## config.mk

```make
export PLATFORM = sky130hd
export DESIGN_NAME = rs_stim_seq
export DESIGN_NICKNAME = d
export VERILOG_FILES = /design/src/rtl/rs_stim_pkg.sv /design/src/rtl/rs_dwell_cnt.sv /design/src/rtl/rs_stim_seq.sv
export SDC_FILE = /design/constraint.sdc
export NUM_CORES = 1
export LEC_CHECK = 0
export CAP_MARGIN = 25
export CORE_MARGIN = 1
export CORE_UTILIZATION = 35
export CTS_CLUSTER_SIZE = 40
export DETAILED_ROUTE_END_ITERATION = 6
export PLACE_DENSITY = 0.54
export SLEW_MARGIN = 20
export SYNTH_ARGS = -nofsm -noshare
export SYNTH_HDL_FRONTEND = slang
export SYNTH_SLANG_ARGS = --single-unit
```

## constraint.sdc

```tcl
create_clock -name clk -period 4.1 [get_ports clk]
set_clock_uncertainty 0.15 [all_clocks]
set_input_delay 0.82 -clock clk [delete_from_list [all_inputs] [get_ports clk]]
set_output_delay 0.82 -clock clk [all_outputs]
set_load 0.05 [all_outputs]
```

## src/rtl/rs_stim_pkg.sv

```systemverilog
// Shared state codes, phase width and dwell floor for the RS flip-flop stimulus sequencer.
package rs_stim_pkg;

    localparam int PHASE_W   = 3;
    localparam int MIN_DWELL = 2;

    typedef enum logic [PHASE_W-1:0] {
        ST_IDLE = 3'd0,
        ST_ZERO = 3'd1,
        ST_RST  = 3'd2,
        ST_SET  = 3'd3,
        ST_BOTH = 3'd4,
        ST_DONE = 3'd5
    } state_t;

    // {s, r} drive pattern for each state.
    function automatic logic [1:0] sr_drive(input state_t st);
        logic [1:0] sr;
        sr = 2'b00;
        case (st)
            ST_RST:  sr = 2'b01;
            ST_SET:  sr = 2'b10;
            ST_BOTH: sr = 2'b11;
            default: sr = 2'b00;
        endcase
        return sr;
    endfunction

    function automatic logic is_busy(input state_t st);
        return (st == ST_ZERO) || (st == ST_RST) || (st == ST_SET) || (st == ST_BOTH);
    endfunction

endpackage

```

## src/rtl/rs_dwell_cnt.sv

```systemverilog
// Phase dwell counter: clears on demand, counts while enabled, flags the last cycle of a phase.
module rs_dwell_cnt #(
    parameter int CNT_W = 8
) (
    input  logic             clk,
    input  logic             rst,
    input  logic             clr,
    input  logic             en,
    input  logic [CNT_W-1:0] limit,
    output logic             expire
);

    localparam logic [CNT_W-1:0] ONE = CNT_W'(1);

    logic [CNT_W-1:0] count;

    // A frozen (en=0) cycle never expires, so hold stretches the phase by one cycle each.
    assign expire = en && (count == (limit - ONE));

    always_ff @(posedge clk or posedge rst) begin
        if (rst) begin
            count <= '0;
        end else if (clr) begin
            count <= '0;
        end else if (en) begin
            count <= count + ONE;
        end
    end

endmodule

```

## src/rtl/rs_stim_seq.sv

```systemverilog
// Drives an RS flip-flop through ZERO/RST/SET(/BOTH) phases and checks q at the end of RST and SET.
// Define RS_STIM_FORBID_EN to include the forbidden s=r=1 BOTH phase.
module rs_stim_seq
    import rs_stim_pkg::*;
#(
    parameter int DWELL = 3,
    parameter int CNT_W = 8
) (
    input  logic               clk,
    input  logic               rst,
    input  logic               start,
    input  logic               hold_req,
    input  logic               q,
    output logic               s,
    output logic               r,
    output logic               busy,
    output logic               done,
    output logic               err,
    output logic [PHASE_W-1:0] phase
);

    localparam int               DWELL_EFF = (DWELL < MIN_DWELL) ? MIN_DWELL : DWELL;
    localparam logic [CNT_W-1:0] LIMIT     = CNT_W'(DWELL_EFF);

    state_t state;
    state_t nxt;
    logic   expire;
    logic   cnt_clr;
    logic   cnt_en;

    // busy mirrors the counting states, so it doubles as the counter gate.
    assign cnt_en  = busy & ~hold_req;
    assign cnt_clr = ~busy | expire;

    rs_dwell_cnt #(
        .CNT_W (CNT_W)
    ) u_dwell (
        .clk    (clk),
        .rst    (rst),
        .clr    (cnt_clr),
        .en     (cnt_en),
        .limit  (LIMIT),
        .expire (expire)
    );

    always_comb begin
        nxt = state;
        case (state)
            ST_IDLE: if (start)  nxt = ST_ZERO;
            ST_ZERO: if (expire) nxt = ST_RST;
            ST_RST:  if (expire) nxt = ST_SET;
            ST_SET: begin
                if (expire) begin
`ifdef RS_STIM_FORBID_EN
                    nxt = ST_BOTH;
`else
                    nxt = ST_DONE;
`endif
                end
            end
            ST_BOTH: if (expire) nxt = ST_DONE;
            ST_DONE: nxt = ST_IDLE;
            default: nxt = ST_IDLE;
        endcase
    end

    // Outputs are registered from the next state so they line up with the phase register.
    always_ff @(posedge clk or posedge rst) begin
        if (rst) begin
            state <= ST_IDLE;
            s     <= 1'b0;
            r     <= 1'b0;
            busy  <= 1'b0;
            done  <= 1'b0;
            err   <= 1'b0;
        end else begin
            state    <= nxt;
            {s, r}   <= sr_drive(nxt);
            busy     <= is_busy(nxt);
            done     <= (nxt == ST_DONE);
            if (state == ST_IDLE && start) begin
                err <= 1'b0;
            end else if (expire && state == ST_RST && q != 1'b0) begin
                err <= 1'b1;
            end else if (expire && state == ST_SET && q != 1'b1) begin
                err <= 1'b1;
            end
        end
    end

    assign phase = state;

endmodule

```

==> impl_metrics.yaml, run 1 <==
route:
  vias: 658
  antenna_left: 0
  via_per_inst: 5.22
  wire_per_inst_um: 12.6
  drc: 0
  drtIter0Drc: 3
  drt_first_pass_iters: 4
  routed_wl_mm: 1.59
yosys:
  synthTopCellsByCount: "dfrtp_1 (16), nor2_1 (10), nand2_1 (9), nand3_1 (5), xor2_1 (5)"
  synthFlopType: "dfrtp_1"
  yosysWarnings: 0
  async_flop_share_pct: 100
  synth_top_family_by_area: "simple AND/OR/NAND/NOR gates"
  seq_area_frac_synth_pct: 46.4
  synthAdderAreaFrac_pct: 2.90
  syn-cell-area_sq_um: 863
  ys_top_cells_by_area: "dfrtp_1 (46%), xor2_1 (5.1%), nor2_1 (4.3%)"
  synth.most_common_cell: "dfrtp_1"
  syn-instance-count: 85
  synth_edf_count: 0
  syn_area_per_cell_sq_um: 10.2
  synth-xor-area-share_pct: 9.13
  yosysTopAreaCell: "dfrtp_1"
  ys_ff_latch: 16
  muxShareOfSynthArea_pct: 1.16
  yosys.area_share.simple_pct: 26.7
  synth_compound_area_share_pct: 9.86
  synth_top_area_share_pct: 46.4
  synth_fp_nets: 92
  synth_cell_types: 32
timing:
  drv_slew: 0
  maxSlewHeadroom_pct: 59.6
  hold_viol: 0
  fmax_ghz: 0.366
  holdWs_ns: 0.372
  finalCriticalPeriod_ns: 2.73
  fin_ws_ns: 1.37
  setup_tns_ns: 0
  post-route-period-util_pct: 66.6
  tightest_slew_ns: 0.605
  rsz0062_at_grt: "false"
  finalSetupViolations: 0
floorplan:
  core_area_sq_um: 2280
  die_h_um: 51.7
  die_area_sq_um: 2670
  core.rowCount: 17
  die_w_um: 51.7
  initial_core_util_pct: 37.9
  ios: 13
critical_path:
  r2r_slack_ns: 2.22
  r2r_cells: 6
  path_class: "flip-flop to primary output"
  slowest_delay_ns: 0.88
  r2r_end: "r"
  cp_num_buf_inv: 1
  startpoint: "phase[2]"
  cp.required_ns: 3.13
  crit_path_end_kind: "primary output"
  worstPathArrival_ns: 1.76
  critical_path_depth: 1
  timing.rr.start: "u_dwell.count[0]"
  endpoint: "phase[2]"
  slowest_stage: "clkdlybuf4s50_1"
  startpoint_type: "flip-flop"
  cp_top_family: "buffers and inverters"
  worst-path-max-fanout: 12
  path_cells: "clkdlybuf4s50_1"
global_route:
  grt_pass1_wl_mm: 2.81
  antenna_found_initial: 0
  overflow: 0
  grt_pass1_vias: 617
  track_usage_pct: 14.8
  grt_max_degree: 17
power_and_ir_drop:
  peakVddDrop_v: 0.000358
  p_int_uw: 378
  switchingPower_uw: 305
  pwr-share-comb_pct: 45.8
  netSwitchingFraction_pct: 44.6
  p_clk_share_pct: 15.3
  p_per_area_nw_per_um2: 659
  pwr-share-seq_pct: 38.9
  p_leak_uw: 0.000454
clocking:
  worstSkewPairLatency_ns: 0.29
  clk_pin_slew_ns: 0.10
  cts_setup_buffers: 0
  ctsResizeCount: 0
  tritoncts.num_buffers: 3
  root_buffer: "clkbuf_4"
  clockBufferDepth: 2
  h-tree-depth: 1
  cts_tree: "done"
  cts_sinks: 16
  cts_hold_buf: 0
layout:
  antennaDiodeCount: 0
  layout-drive-gt1-share_pct: 11.2
  nNetsFinal: 106
  area_delta_synth_final_pct: 20.0
  utilization_pct: 45.5
  final_cells: 126
place:
  dp_hpwl_mm: 1.13
  pre_cts_slack_ns: 1.52
  gp_congestion: 0.831
  portBuffers: 12
  post-place-cells: 122
worst_hold_path:
  hp-class: "flip-flop to flip-flop"
run:
  max_cap_violations: 0
outcome:
  run_status: "finished clean"
-- per-layer routing --
metal	up-vias	track usage (%)	routed length, um
met3	2	6.43	78
met2	13	20.8	682
li1	319	-	-
met1	324	19.9	811
met4	0	5.41	14
met5	-	0	0
-- flip-flops by register name (all words and copies together) (netlist names) --
register       cells
s                  1
u_dwell.count      8
phase              3
r                  1
err                1
done               1
busy               1
-- layout make-up --
class	instances	area, sq um
Clock buffer	4	36.3
Fill cell	221	1240
Timing Repair Buffer	12	120
Multi-Input combinational cell	62	429
Tap cell	28	35.0
Inverter	4	15.0
Sequential cell	16	400
-- cell families (layout without fill, tap and decap cells) --
group                      after synthesis  in the layout
and+or+nand+nor                         39             39
adders and majority gates                2              2
AOI/OAI and AO/OA                       11             11
muxes                                    1              1
DFF                                     16             16
buffers and inverters                    7             20
xor gates and xnor gates                 9              9
-- metrics by stage --
step / instance area (sq um) / total power, uW
after floorplan: 863 / 492
after global placement: 1000 / 580
after detailed placement: 1000 / 580
after CTS: 1040 / 689
after global routing: 1040 / 738
final: 1040 / 683
-- placed cells by master, fill, tap and decap left out, types with 2 or more instances in the layout --
| master | n |
|---|---|
| a32o_1 | 2 |
| clkbuf_4 | 3 |
| xnor2_1 | 4 |
| clkdlybuf4s50_1 | 12 |
| dfrtp_1 | 16 |
| inv_1 | 4 |
| nand2_1 | 9 |
| xor2_1 | 5 |
| nand3_1 | 5 |
| nor2_1 | 10 |
| a21oi_1 | 2 |
| ha_1 | 2 |
| o21ai_0 | 2 |
| nor2b_1 | 3 |
-- how the worst min path moves through the flow --
stage	cells past startpoint	start	endpoint	slack [ns]
4_1_cts	1	err	err	0.37
3_3_place_gp	1	err	err	0.34
6_report	1	err	err	0.37
3_5_place_dp	1	err	err	0.35
5_1_grt	1	err	err	0.42
2_1_floorplan	2	u_dwell.count[4]	u_dwell.count[4]	0.41
-- power by group through the flow --
stage | clock [uW] | sequential (uW) | combinational [uW]
2_1_floorplan | 0 | 333 | 159
3_3_place_gp | 0 | 270 | 311
3_5_place_dp | 0 | 267 | 313
4_1_cts | 110 | 266 | 313
5_1_grt | 117 | 274 | 347
6_report | 104 | 266 | 313
(Power assumes the default switching activity.)
==> run 2: changes to the inputs <==
==> constraint.sdc (replaced) <==
create_clock -name clk -period 2.8 [get_ports clk]
set_clock_uncertainty 0.15 [all_clocks]
set_input_delay 0.56 -clock clk [delete_from_list [all_inputs] [get_ports clk]]
set_output_delay 0.56 -clock clk [all_outputs]
set_load 0.05 [all_outputs]
==> run 2 against run 1 <==
Critical path depth did not move; worst hold slack worse by 0.0092 ns; largest cell class unchanged; combinational power increased by 46%; total power increased by 46%; global-route usage decreased by 0.053 points; sequential power grew 46%; highest routed layer unchanged; setup slack worse by 1.0 ns; flip-flop and latch count unchanged; critical endpoint unchanged; non-clock buffer count stayed put; first-iteration DRC count grew 100%.
==> impl_metrics.yaml, run 2 (same netlist as run 1, synthesis figures left out) <==
power_and_ir_drop:
  netSwitchingFraction_pct: 44.7
  peakVddDrop_v: 0.000493
  pwr-share-comb_pct: 45.7
  p_clk_share_pct: 15.4
  p_per_area_nw_per_um2: 965
  p_int_uw: 553
  pwr-share-seq_pct: 38.9
  p_total_uw: 1000
  p_leak_uw: 0.000454
  switchingPower_uw: 446
timing:
  finalSetupViolations: 0
  maxSlewHeadroom_pct: 59.8
  fmax_ghz: 0.406
  holdWs_ns: 0.363
  hold_viol: 0
  setup_tns_ns: 0
  fin_ws_ns: 0.335
  post-route-period-util_pct: 88.0
  tightest_slew_ns: 0.602
  finalCriticalPeriod_ns: 2.46
  rsz0062_at_grt: "false"
  drv_slew: 0
floorplan:
  die_h_um: 51.7
  die_w_um: 51.7
  core_area_sq_um: 2280
  initial_core_util_pct: 37.9
  die_area_sq_um: 2670
  ios: 13
  core.rowCount: 17
global_route:
  grt_max_degree: 17
  grt_pass1_wl_mm: 2.87
  track_usage_pct: 14.7
  antenna_found_initial: 0
  grt_pass1_vias: 635
  overflow: 0
layout:
  area_delta_synth_final_pct: 20.0
  final_common_cell: "dfrtp_1"
  layout-drive-gt1-share_pct: 11.2
  top_register: "u_dwell.count"
  antennaDiodeCount: 0
  largest_reg_flops: 8
  final_cell_area_sq_um: 1040
  nNetsFinal: 106
  final_cell_mix: "dfrtp_1 (16), clkdlybuf4s50_1 (12), nor2_1 (10)"
critical_path:
  crit_path_end_kind: "primary output"
  path_cells: "clkdlybuf4s50_1"
  cp.required_ns: 2.09
  startpoint_type: "flip-flop"
  cp_top_family: "buffers and inverters"
  path_class: "flip-flop to primary output"
  slowest_delay_ns: 0.88
  r2r_slack_ns: 0.93
  slowest_stage: "clkdlybuf4s50_1"
  cp_num_buf_inv: 1
  worst-path-max-fanout: 12
  worstPathArrival_ns: 1.75
route:
  antenna_left: 0
  via_per_inst: 5.20
  wire_per_inst_um: 12.5
  routed_wl_mm: 1.58
  drc: 0
  drtIter0Drc: 6
  drt_first_pass_iters: 4
  vias: 655
clocking:
  cts_setup_buffers: 0
  ctsResizeCount: 0
  clk_pin_slew_ns: 0.10
  root_buffer: "clkbuf_4"
  cts_sinks: 16
  tritoncts.num_buffers: 3
  worstSkewPairLatency_ns: 0.28
  clockBufferDepth: 2
  cts_hold_buf: 0
  cts_tree: "done"
  h-tree-depth: 1
outcome:
  run_status: "finished clean"
place:
  dpl_cell_area_sq_um: 1000
  pre_cts_slack_ns: 0.481
  gp_congestion: 0.830
  portBuffers: 12
  dp_hpwl_mm: 1.12
run:
  max_cap_violations: 0
worst_hold_path:
  hp-class: "flip-flop to flip-flop"
==> run 2: cell counts in the layout (fill, tap and decap cells not counted) <==
No cell type changed its count.
==> run 2: final cells by class <==
| type | instances | area, sq um |
|---|---|---|
| Tap cell | 28 | 35.0 |
| Multi-Input combinational cell | 62 | 429 |
| Clock buffer | 4 | 36.3 |
| Inverter | 4 | 15.0 |
| Fill cell | 208 | 1240 |
| Sequential cell | 16 | 400 |
| Timing Repair Buffer | 12 | 120 |
==> run 2: final timing paths <==
kind / to / from / depth (start not counted)
worst max-delay path: phase[2] / phase[2] / 1
worst min-delay path: err / err / 1
worst max register to register: r / u_dwell.count[0] / 6
worst min register to register: err / err / 1
max in group asynchronous: u_dwell.count[6] / rst / 2
min in group asynchronous: err / rst / 2
==> run 2: metal layers <==
| metal | track usage, % | vias to the layer above | wire length (um) |
|---|---|---|---|
| li1 | - | 320 | - |
| met1 | 21.2 | 317 | 818 |
| met2 | 20.3 | 14 | 668 |
| met3 | 2.92 | 4 | 60 |
| met4 | 8.11 | 0 | 28 |
| met5 | 0 | - | 0 |
==> run 2: through the flow <==
step / utilization, % / instances
floorplan: - / 85
global placement: 43.9 / 122
detailed placement: 43.9 / 122
CTS: 45.5 / 126
global route: 45.5 / 126
finish: 45.5 / 126
==> run 2: power groups by stage <==
stage | sequential [uW] | clock [uW] | combinational [uW]
global placement | 394 | 0 | 455
global route | 405 | 176 | 506
floorplan | 488 | 0 | 233
detailed placement | 394 | 0 | 456
finish | 389 | 154 | 457
CTS | 388 | 160 | 459
==> run 3: changes to the inputs <==
--- a/config.mk
+++ b/config.mk
@@ -7,10 +7,10 @@
 export LEC_CHECK = 0
 export CAP_MARGIN = 25
 export CORE_MARGIN = 1
-export CORE_UTILIZATION = 35
+export CORE_UTILIZATION = 51
 export CTS_CLUSTER_SIZE = 40
 export DETAILED_ROUTE_END_ITERATION = 6
-export PLACE_DENSITY = 0.54
+export PLACE_DENSITY = 0.74
 export SLEW_MARGIN = 20
 export SYNTH_ARGS = -nofsm -noshare
 export SYNTH_HDL_FRONTEND = slang
==> run 3 against run 2 <==
Die area fell by 30%; wire length fell by 0.89%; non-clock buffer count unchanged; clock-buffer cell count shrank 1; cell count is 10% lower; via count is 1.5% lower; cell area shrank 2.8%; setup slack gained 0.045 ns; first-iteration DRC count rose to 2.5 times the previous value; sequential share of layout area is 1.1 points higher; register-to-register slack about the same.
==> impl_metrics.yaml, run 3 (same netlist as run 1, synthesis figures left out) <==
route:
  drtIter0Drc: 15
  wl_met3_um: 92
  antenna_left: 0
  wl_met1_um: 750
  drc: 0
  routed_wl_mm: 1.56
  wl_met2_um: 704
  via_per_inst: 5.71
  drt_first_pass_iters: 4
  wire_per_inst_um: 13.8
  top_layer: "met4"
  vias: 645
critical_path:
  slowest_stage: "clkdlybuf4s50_1"
  worstPathArrival_ns: 1.71
  cp.required_ns: 2.09
  crit_path_end_kind: "primary output"
  slowest_delay_ns: 0.87
  startpoint_type: "flip-flop"
  path_class: "flip-flop to primary output"
  cp_num_buf_inv: 1
  worst-path-max-fanout: 12
  path_cells: "clkdlybuf4s50_1"
  cp_top_family: "buffers and inverters"
timing:
  setup_tns_ns: 0
  post-route-period-util_pct: 86.4
  tightest_slew_ns: 0.579
  finalSetupViolations: 0
  fmax_ghz: 0.413
  maxSlewHeadroom_pct: 61.4
  rsz0062_at_grt: "false"
  drv_slew: 0
  finalCriticalPeriod_ns: 2.42
  holdWs_ns: 0.379
  hold_viol: 0
layout:
  final_common_cell: "dfrtp_1"
  regArea_sq_um: 400
  nNetsFinal: 106
  area_delta_synth_final_pct: 16.7
  fillCellCount: 140
  antennaDiodeCount: 0
  final_cells: 113
  top_register: "u_dwell.count"
  largest_reg_flops: 8
  multi_input_area_sq_um: 429
  layout-drive-gt1-share_pct: 10.3
  final_cell_mix: "dfrtp_1 (16), clkdlybuf4s50_1 (12), nor2_1 (10)"
clocking:
  cts_hold_buf: 0
  h-tree-depth: 1
  clockBufferDepth: 2
  clk_pin_slew_ns: 0.08
  cts_tree: "done"
  ctsResizeCount: 0
  cts_sinks: 16
  root_buffer: "clkbuf_4"
  cts_setup_buffers: 0
  tritoncts.num_buffers: 3
  worstSkewPairLatency_ns: 0.28
floorplan:
  die_h_um: 43.1
  core.rowCount: 14
  initial_core_util_pct: 56.0
  die_area_sq_um: 1860
  die_w_um: 43.1
  core_area_sq_um: 1540
  ios: 13
place:
  portBuffers: 12
  dp_hpwl_mm: 1.17
  gp_congestion: 0.796
  post-place-cells: 110
power_and_ir_drop:
  p_per_area_nw_per_um2: 959
  p_leak_uw: 0.000447
  p_total_uw: 966
  peakVddDrop_v: 0.000545
run:
  max_cap_violations: 0
global_route:
  antenna_found_initial: 0
  grt_pass1_vias: 584
  grt_pass1_wl_mm: 2.76
  track_usage_pct: 20.8
  overflow: 0
  grt_max_degree: 17
outcome:
  run_status: "finished clean"
worst_hold_path:
  hp-class: "flip-flop to flip-flop"
## run 3: cell count changes in the layout (fill, tap and decap cells not counted), sizes merged
cell / change
clkbuf: -1
## run 3: power breakdown
group / internal [uW] / switching, uW
combinational: 179 / 283
sequential: 295 / 92.5
clock: 50.0 / 65.7
total: 524 / 441
## run 3: layer usage
metal,up-vias,global-route usage (%)
met2,19,28.7
met1,302,28.7
met3,2,9.36
met5,-,0
met4,0,7.27
li1,322,-
## run 3: worst paths after layout
check | from | to | slack [ns] | depth (start not counted)
worst min-delay path | err | err | 0.38 | 1
max in group asynchronous | rst | u_dwell.count[7] | 1.64 | 2
worst max register to register | u_dwell.count[0] | r | 0.94 | 6
worst min register to register | err | err | 0.38 | 1
worst max-delay path | phase[2] | phase[2] | 0.38 | 1
min in group asynchronous | rst | err | 0.48 | 2
## run 3: stage by stage
| step | worst slack [ns] | instance area [sq um] | utilization, % |
|---|---|---|---|
| 6_report | 0.381 | 1010 | 65.3 |
| 5_1_grt | 0.301 | 1010 | 65.3 |
| 4_1_cts | 0.361 | 1010 | 65.3 |
| 3_5_place_dp | 0.471 | 985 | 63.9 |
| 3_3_place_gp | 0.545 | 985 | 63.9 |
| 2_1_floorplan | 0.971 | 863 | - |
## run 3: area by class of cell
cell class	instances	area share, %
multi-input combinational	62	42.6
sequential	16	39.8
timing repair buffer	12	11.9
clock buffer	3	2.24
tap	16	1.99
inverter	4	1.49
